$ cat src/rtl/mac_result_fifo.sv
// Result FIFO behind the sum-of-squares MAC: 1-cycle show-ahead, never stalls the MAC; overflow drops and sets sticky drop.
// Optional accumulator roll-over tagging is compiled in with `define MAC_FIFO_WRAP_DETECT_EN.
module mac_result_fifo #(
    parameter int WIDTH = 20,
    parameter int DEPTH = 4
) (
    input  logic                       clk,
    input  logic                       reset,
    input  logic [WIDTH-1:0]           in_data,
    input  logic                       in_valid,
    output logic [WIDTH-1:0]           out_data,
    output logic                       out_valid,
    input  logic                       out_ready,
    output logic [$clog2(DEPTH):0]     count,
    output logic                       drop,
    output logic                       out_wrap
);
    localparam int AW = $clog2(DEPTH);
    localparam int CW = AW + 1;

    logic [WIDTH-1:0] r_mem [DEPTH];
    logic [AW-1:0]    r_wr_ptr;
    logic [AW-1:0]    r_rd_ptr;
    logic [CW-1:0]    r_count;
    logic             r_drop;

    logic w_nonempty;
    logic w_full;
    logic w_pop;
    logic w_push;

    assign w_nonempty = (r_count != '0);
    assign w_full     = (r_count == CW'(DEPTH));
    assign w_pop      = w_nonempty && out_ready;
    // A pop in the same cycle frees the slot, so a full FIFO can still accept.
    assign w_push     = in_valid && (!w_full || w_pop);

    always_ff @(posedge clk) begin
        if (reset) begin
            r_wr_ptr <= '0;
            r_rd_ptr <= '0;
            r_count  <= '0;
            r_drop   <= 1'b0;
        end else begin
            if (w_push)
                r_wr_ptr <= r_wr_ptr + AW'(1);
            if (w_pop)
                r_rd_ptr <= r_rd_ptr + AW'(1);
            if (w_push && !w_pop)
                r_count <= r_count + CW'(1);
            else if (w_pop && !w_push)
                r_count <= r_count - CW'(1);
            if (in_valid && !w_push)
                r_drop <= 1'b1;
        end
    end

    // Storage needs no reset; the output mux hides stale contents while empty.
    always_ff @(posedge clk) begin
        if (!reset && w_push)
            r_mem[r_wr_ptr] <= in_data;
    end

    assign out_valid = w_nonempty;
    assign out_data  = w_nonempty ? r_mem[r_rd_ptr] : '0;
    assign count     = r_count;
    assign drop      = r_drop;

`ifdef MAC_FIFO_WRAP_DETECT_EN
    logic [WIDTH-1:0] r_prev;
    logic             r_tag [DEPTH];

    // prev tracks every valid MAC result, including ones that were dropped.
    always_ff @(posedge clk) begin
        if (reset)
            r_prev <= '0;
        else if (in_valid)
            r_prev <= in_data;
    end

    always_ff @(posedge clk) begin
        if (!reset && w_push)
            r_tag[r_wr_ptr] <= (in_data < r_prev);
    end

    assign out_wrap = w_nonempty ? r_tag[r_rd_ptr] : 1'b0;
`else
    assign out_wrap = 1'b0;
`endif

endmodule

$ cat config.mk
export PLATFORM = sky130hd
export DESIGN_NAME = mac_result_fifo
export DESIGN_NICKNAME = d
export VERILOG_FILES = /design/src/rtl/mac_result_fifo.sv
export SDC_FILE = /design/constraint.sdc
export NUM_CORES = 1
export LEC_CHECK = 0
export ABC_AREA = 1
export CORE_UTILIZATION = 30
export CTS_CLUSTER_SIZE = 14
export DETAILED_ROUTE_END_ITERATION = 10
export PLACE_DENSITY = 0.61
export SYNTH_ARGS = -nofsm -noshare
export SYNTH_HDL_FRONTEND = slang
export SYNTH_SLANG_ARGS = --single-unit
export TNS_END_PERCENT = 20
$ cat constraint.sdc
create_clock -name clk -period 4.6 [get_ports clk]
set_clock_uncertainty 0.15 [all_clocks]
set_input_delay 0.69 -clock clk [delete_from_list [all_inputs] [get_ports clk]]
set_output_delay 0.69 -clock clk [all_outputs]
set_load 0.02 [all_outputs]
==> reports/qor.yml, run 1 <==
clock_network:
  h-tree-depth: 3
  root_buffer: "clkbuf_16"
  postCtsResizedCells: 0
  path_clk_slew_ns: 0.06
  hold_buffers: 0
  clock_path_buffers: 2
  clk_latency_ns: 0.34
  post_cts_buffers: 0
  cts_made_buffers: 9
  cts.sinks: 90
  cts_tree: "yes"
pwr:
  peakVddDrop_v: 0.000290
  power_frac_seq_pct: 37.7
  clkPwrFrac_pct: 30.7
  p_leak_nw: 1.60
  combPwrFrac_pct: 31.6
  p_switching_mw: 0.836
  p_per_area_mw_per_mm2: 577
  swShare_pct: 31.6
  internal_power_mw: 1.81
  power.total_mw: 2.65
critical_path:
  critPathMaxStageDelay_ns: 0.93
  cp.required_ns: 3.76
  cp.buffers_inverters: 2
  crit_top_cell: "nor2_1"
  path_max_fanout: 26
  path_class: "register to output port"
  reg2reg_setup_slack_ns: 2.17
  cp_data_arrival_time_ns: 2.71
  crit_slowest_cell: "dfxtp_1"
  startpoint_type: "register"
  cp_top_family: "buffers and inverters"
  end_kind: "output port"
  path_cells: "buf_4 > nor2_1 > nor2_1 > o21ai_1 > a21oi_1 > clkdlybuf4s50_1"
floorplanning:
  num_rows: 40
  num_io_pins: 50
  die_h_um: 113
  dieArea_mm2: 0.0127
  core_area_mm2: 0.0120
  dieWidth_um: 113
  start_util_pct: 30.7
detailed_routing:
  vias_per_cell: 4.59
  first_pass_iters: 7
  num_vias: 2355
  ant_nets: 0
  top_layer: "met4"
  route.detailed.drc: 0
  routed-wl-met3_um: 378
  drt_iter0_markers: 125
  wl_per_cell_um: 14.4
  met2_length_mm: 3.66
  m1WireLength_mm: 3.24
  wl_mm: 7.37
grt:
  antenna_found_initial: 0
  grt_pass1_wl_mm: 11.9
  grt.overflow.total: 0
  track_usage_pct: 12.5
  grt_pass1_vias: 2333
  grt_max_degree: 41
final_layout:
  layout_commonest_cell: "nor2_1"
  n_antenna_cell: 0
  final_cell_mix: "nor2_1 (87), edfxtp_1 (80), clkdlybuf4s50_1 (48), a21oi_1 (26), o21ai_1 (24)"
  drive_above_1_share_pct: 6.83
  layout.nets: 391
  syn_to_final_growth_pct: 24.6
  n_fill_cell: 1149
synthesis:
  synth.distinct_cells: 23
  synth-simple-area-share_pct: 12.1
  synth_seq_cells: 90
  synth_ff_type: "edfxtp_1"
  yosysTopAreaCell: "edfxtp_1"
  syn_area_per_cell_um2: 11.7
  syn_area_mm2: 0.00368
  yosysSeqAreaShare_pct: 70.6
  synth_top_family_by_area: "simple AND/OR/NAND/NOR gates"
  yosys_warnings: 0
  synthCells: 314
  synth_fa_ha_area_share_pct: 2.24
  synthMuxAreaShare_pct: 0
  synth_compound_area_share_pct: 9.10
  synth_top_area_share_pct: 65.2
  synthTopCellsByArea: "edfxtp_1 (65%), nor2_1 (9.3%), dfxtp_1 (5.4%)"
  synth_edf_count: 80
  syn_nets: 344
  async_flop_share_pct: 0
  synth-xor-area-share_pct: 0.238
placed_design:
  gp_congestion: 0.711
  hpwl_mm: 4.54
  io_buffers: 48
status:
  status: "finished clean"
sta:
  fmaxAchievable_mhz: 282
  hold_viol_final: 0
  setup-violations-final: 0
  period_needed_ns: 3.55
  fin_tns_setup_ns: 0
  drv_slew: 0
  slew_headroom_pct: 21.4
  max_slew.worst_pin.slew_ns: 1.18
  period_share_pct: 77.2
  rsz0062_at_grt: "false"
run:
  max-cap-violations: 0
worst_hold_path:
  hold_path.class: "register to register"
power groups by stage:
stage / Combinational, mW / Clock [mW] / Sequential [mW]
2_1_floorplan: 0.538 / 0 / 1.00
3_3_place_gp: 0.838 / 0 / 1.01
3_5_place_dp: 0.849 / 0 / 1.02
4_1_cts: 0.853 / 0.827 / 0.999
5_1_grt: 0.918 / 0.863 / 1.01
6_report: 0.837 / 0.813 / 0.998
worst reg2reg max path, stage by stage (launching register included):
cell,delay (ns)
dfxtp_1,0.43
nor2_2,0.08
nand3_1,0.19
nand3_1,0.24
nor2_2,0.95
metrics by stage:
stage | worst slack, ns | instance area (µm²) | hold WS, ns | std cells | utilization [%]
floorplan | 2.16 | 3680 | 0.309 | 314 | -
global placement | 1.37 | 4260 | 0.295 | 497 | 35.4
detailed placement | 1.29 | 4260 | 0.295 | 497 | 35.4
CTS | 0.973 | 4590 | 0.305 | 513 | 38.2
global route | 0.852 | 4590 | 0.331 | 513 | 38.2
finish | 1.05 | 4590 | 0.303 | 513 | 38.2
sequential cells by signal (all words and copies together) (netlist names), named ones only:
signal,count
r_mem,80
count,3
r_rd_ptr,2
r_wr_ptr,2
drop,1
cells by family (layout without fill, tap and decap cells):
kind of cell,after synthesis,in the layout
AOI/OAI and AO/OA,67,67
xor gates and xnor gates,1,1
adders and majority gates,6,6
buffers and inverters,35,87
DFF,90,90
other,1,1
and+or+nand+nor,114,114
synthesized netlist by cell type, types with 2 or more instances:
library cell	count
nor2_1	91
edfxtp_1	80
a21oi_1	26
o21ai_1	24
inv_1	18
o21ai_0	17
nand2_1	12
dfxtp_1	10
nand3_1	7
buf_2	5
buf_6	5
ha_1	5
clkbuf_2	3
buf_4	2
final timing paths:
| kind | startpoint | endpoint | cells past startpoint |
|---|---|---|---|
| min | drop$_SDFFE_PP0P_ | drop$_SDFFE_PP0P_ | 2 |
| max | register | out_data[5] | 6 |
| max reg2reg | count[0]$_SDFFE_PP0P_ | r_mem[0][15]$_DFFE_PP_ | 4 |
| min reg2reg | drop$_SDFFE_PP0P_ | drop$_SDFFE_PP0P_ | 2 |
final cells by class:
| cell class | count | area, µm² | share of cell area, % |
|---|---|---|---|
| Tap cell | 147 | 184 | 4.01 |
| Multi-Input combinational cell | 189 | 887 | 19.3 |
| Timing Repair Buffer | 52 | 510 | 11.1 |
| Clock inverter | 7 | 108 | 2.34 |
| Sequential cell | 90 | 2600 | 56.7 |
| Clock buffer | 9 | 225 | 4.91 |
| Inverter | 19 | 73.8 | 1.61 |
layer usage:
| layer | vias up | GRT usage, % |
|---|---|---|
| li1 | 1170 | - |
| met1 | 1123 | 14.7 |
| met2 | 53 | 20.7 |
| met3 | 9 | 4.23 |
| met4 | 0 | 5.60 |
| met5 | - | 0 |
No activity file was read; power rests on OpenSTA's default activity.
==> inputs of run 2 (changes only) <==
Clock period 4.6 ns to 3.3 ns, I/O delays scaled along.
==> run 2 against run 1 <==
Non-clock buffer count is 5 higher. Register-to-register slack got worse by 1.0 ns. Highest routed layer unchanged. Sequential share of layout area increased by 0.33 points. Global-route usage increased by 0.40 points. Total power up 33%. Via count grew 1.0%. Sequential power is 36% higher.
==> reports/qor.yml, run 2 (same netlist as run 1, synthesis figures left out) <==
pwr:
  p_per_area_mw_per_mm2: 770  # +33%
  power_frac_seq_pct: 38.7  # +1.0 points
  swShare_pct: 33.9  # +2.4 points
  clkPwrFrac_pct: 26.3  # -4.4 points
  internal_power_mw: 2.32  # +28%
  p_switching_mw: 1.19  # +43%
  combPwrFrac_pct: 35.0  # +3.4 points
  peakVddDrop_v: 0.000340  # +17%
  p_leak_nw: 1.59  # -0.30%
grt:
  grt_pass1_wl_mm: 12.3  # +3.8%
  track_usage_pct: 12.9  # +0.40 points
  grt_pass1_vias: 2445  # +4.8%
  grt.overflow.total: 0  # unchanged
  antenna_found_initial: 0  # unchanged
  grt_max_degree: 41  # unchanged
floorplanning:
  core_area_mm2: 0.0120  # unchanged
  num_io_pins: 50  # unchanged
  die_h_um: 113  # unchanged
  start_util_pct: 30.7  # unchanged
  num_rows: 40  # unchanged
  dieArea_mm2: 0.0127  # unchanged
  dieWidth_um: 113  # unchanged
final_layout:
  layout.nets: 396  # +1.3%
  layout_commonest_cell: "nor2_1"
  final_cell_mix: "nor2_1 (87), edfxtp_1 (80), clkdlybuf4s50_1 (48), a21oi_1 (26), o21ai_1 (24)"
  post-route-util_pct: 38.0  # -0.22 points
  regMostFlops: "r_mem"
  n_antenna_cell: 0  # unchanged
  drive_above_1_share_pct: 8.36  # +1.5 points
  syn_to_final_growth_pct: 23.9
  final_cells: 518  # +0.97%
  largest_reg_flops: 80  # unchanged
  n_fill_cell: 1172  # +2.0%
sta:
  drv_slew: 0  # unchanged
  hold_viol_final: 0  # unchanged
  timing.hold.ws_ns: 0.306  # +0.00339 ns
  max_slew.worst_pin.slew_ns: 0.764  # -0.414 ns
  period_needed_ns: 2.94
  fin_tns_setup_ns: 0  # unchanged
  period_share_pct: 89.0
  slew_headroom_pct: 49.0  # +28 points
  setup-violations-final: 0  # unchanged
  fmaxAchievable_mhz: 340
  setup_slack_ns: 0.362  # -0.688 ns
  rsz0062_at_grt: "false"
clock_network:
  clock_path_buffers: 2  # unchanged
  path_clk_slew_ns: 0.06  # about the same
  cts_made_buffers: 9  # unchanged
  hold_buffers: 0  # unchanged
  clk_latency_ns: 0.33  # about the same
  post_cts_buffers: 0  # unchanged
  cts.sinks: 90  # unchanged
  cts_tree: "yes"
  h-tree-depth: 3  # unchanged
  postCtsResizedCells: 0  # unchanged
  root_buffer: "clkbuf_16"
status:
  status: "finished clean"
critical_path:
  endpoint: "out_data[19]"
  r2r_start: "count[1]$_SDFFE_PP0P_"
  cp.required_ns: 2.65  # -1.11 ns
  path_class: "register to output port"
  reg2reg_depth: 8  # +4
  path_max_fanout: 22  # -15%
  cp_data_arrival_time_ns: 2.29  # -0.42 ns
  timing.rr.end: "count[1]$_SDFFE_PP0P_"
  reg2reg_setup_slack_ns: 1.13  # -1.04 ns
  startpoint_type: "register"
  end_kind: "output port"
placed_design:
  dp_slack_ns: 0.630  # -0.658 ns
  gp_congestion: 0.729  # +2.6%
  io_buffers: 48  # unchanged
  hpwl_mm: 4.72  # +4.0%
  dp.cells: 502  # +1.0%
detailed_routing:
  vias_per_cell: 4.59  # about the same
  num_vias: 2379  # +1.0%
  wl_mm: 7.57  # +2.7%
  route.detailed.drc: 0  # unchanged
  first_pass_iters: 4  # -3
  drt_iter0_markers: 102  # -18%
  ant_nets: 0  # unchanged
  wl_per_cell_um: 14.6  # +1.7%
run:
  max-cap-violations: 0  # unchanged
worst_hold_path:
  hold_path.class: "register to register"
run 2: cell types whose count changed in the layout (fill, tap and decap cells not counted):
cell / previous run / this run
clkinvlp_4: 0 / 1
clkinv_1: 2 / 1
clkinv_2: 2 / 3
buf_4: 4 / 9
inv_6: 0 / 2
bufinv_16: 3 / 0
run 2: worst min path at each step:
stage,start,endpoint,cells past startpoint
after global placement,drop$_SDFFE_PP0P_,drop$_SDFFE_PP0P_,2
after CTS,drop$_SDFFE_PP0P_,drop$_SDFFE_PP0P_,2
after floorplan,r_rd_ptr[1]$_SDFFE_PP0P_,register,2
after global routing,drop$_SDFFE_PP0P_,drop$_SDFFE_PP0P_,2
final,drop$_SDFFE_PP0P_,drop$_SDFFE_PP0P_,2
after detailed placement,drop$_SDFFE_PP0P_,drop$_SDFFE_PP0P_,2
run 2: power groups by stage:
stage                     combinational [mW]  sequential [mW]  clock [mW]
after global routing                    1.35             1.37       0.996
final                                   1.23             1.36       0.925
after global placement                  1.23             1.38           0
after CTS                               1.25             1.36       0.951
after floorplan                        0.749             1.40           0
after detailed placement                1.25             1.39           0
run 2: through the flow:
step | area (µm²) | total power [mW]
floorplan | 3680 | 2.15
global placement | 4300 | 2.61
detailed placement | 4300 | 2.63
CTS | 4560 | 3.56
global route | 4560 | 3.72
finish | 4560 | 3.51
run 2: layout make-up:
cell class,instances,area [µm²],share of cell area (%)
Multi-Input combinational cell,189,887,19.4
Timing Repair Buffer,57,548,12.0
Inverter,19,73.8,1.62
Tap cell,147,184,4.03
Clock inverter,7,43.8,0.959
Clock buffer,9,225,4.93
Sequential cell,90,2600,57.0
run 2: per-layer routing:
layer  vias to the layer above  track usage [%]  share of wire, %  routed length (µm)
li1                       1178                -                 -                   -
met1                      1149             14.9                43                3280
met2                        45             22.5                51                3870
met3                         7             3.32               4.3                 326
met4                         0             5.60               1.3                  96
met5                         -                0                 0                   0
run 2: critical path: stages (launching register included):
cell and delay (ns):
dfxtp_1 0.31, buf_4 0.23, buf_4 0.31, nor2_1 0.08
nor2_1 0.08, o21ai_1 0.07, a21oi_1 0.23, clkdlybuf4s50_1 0.65
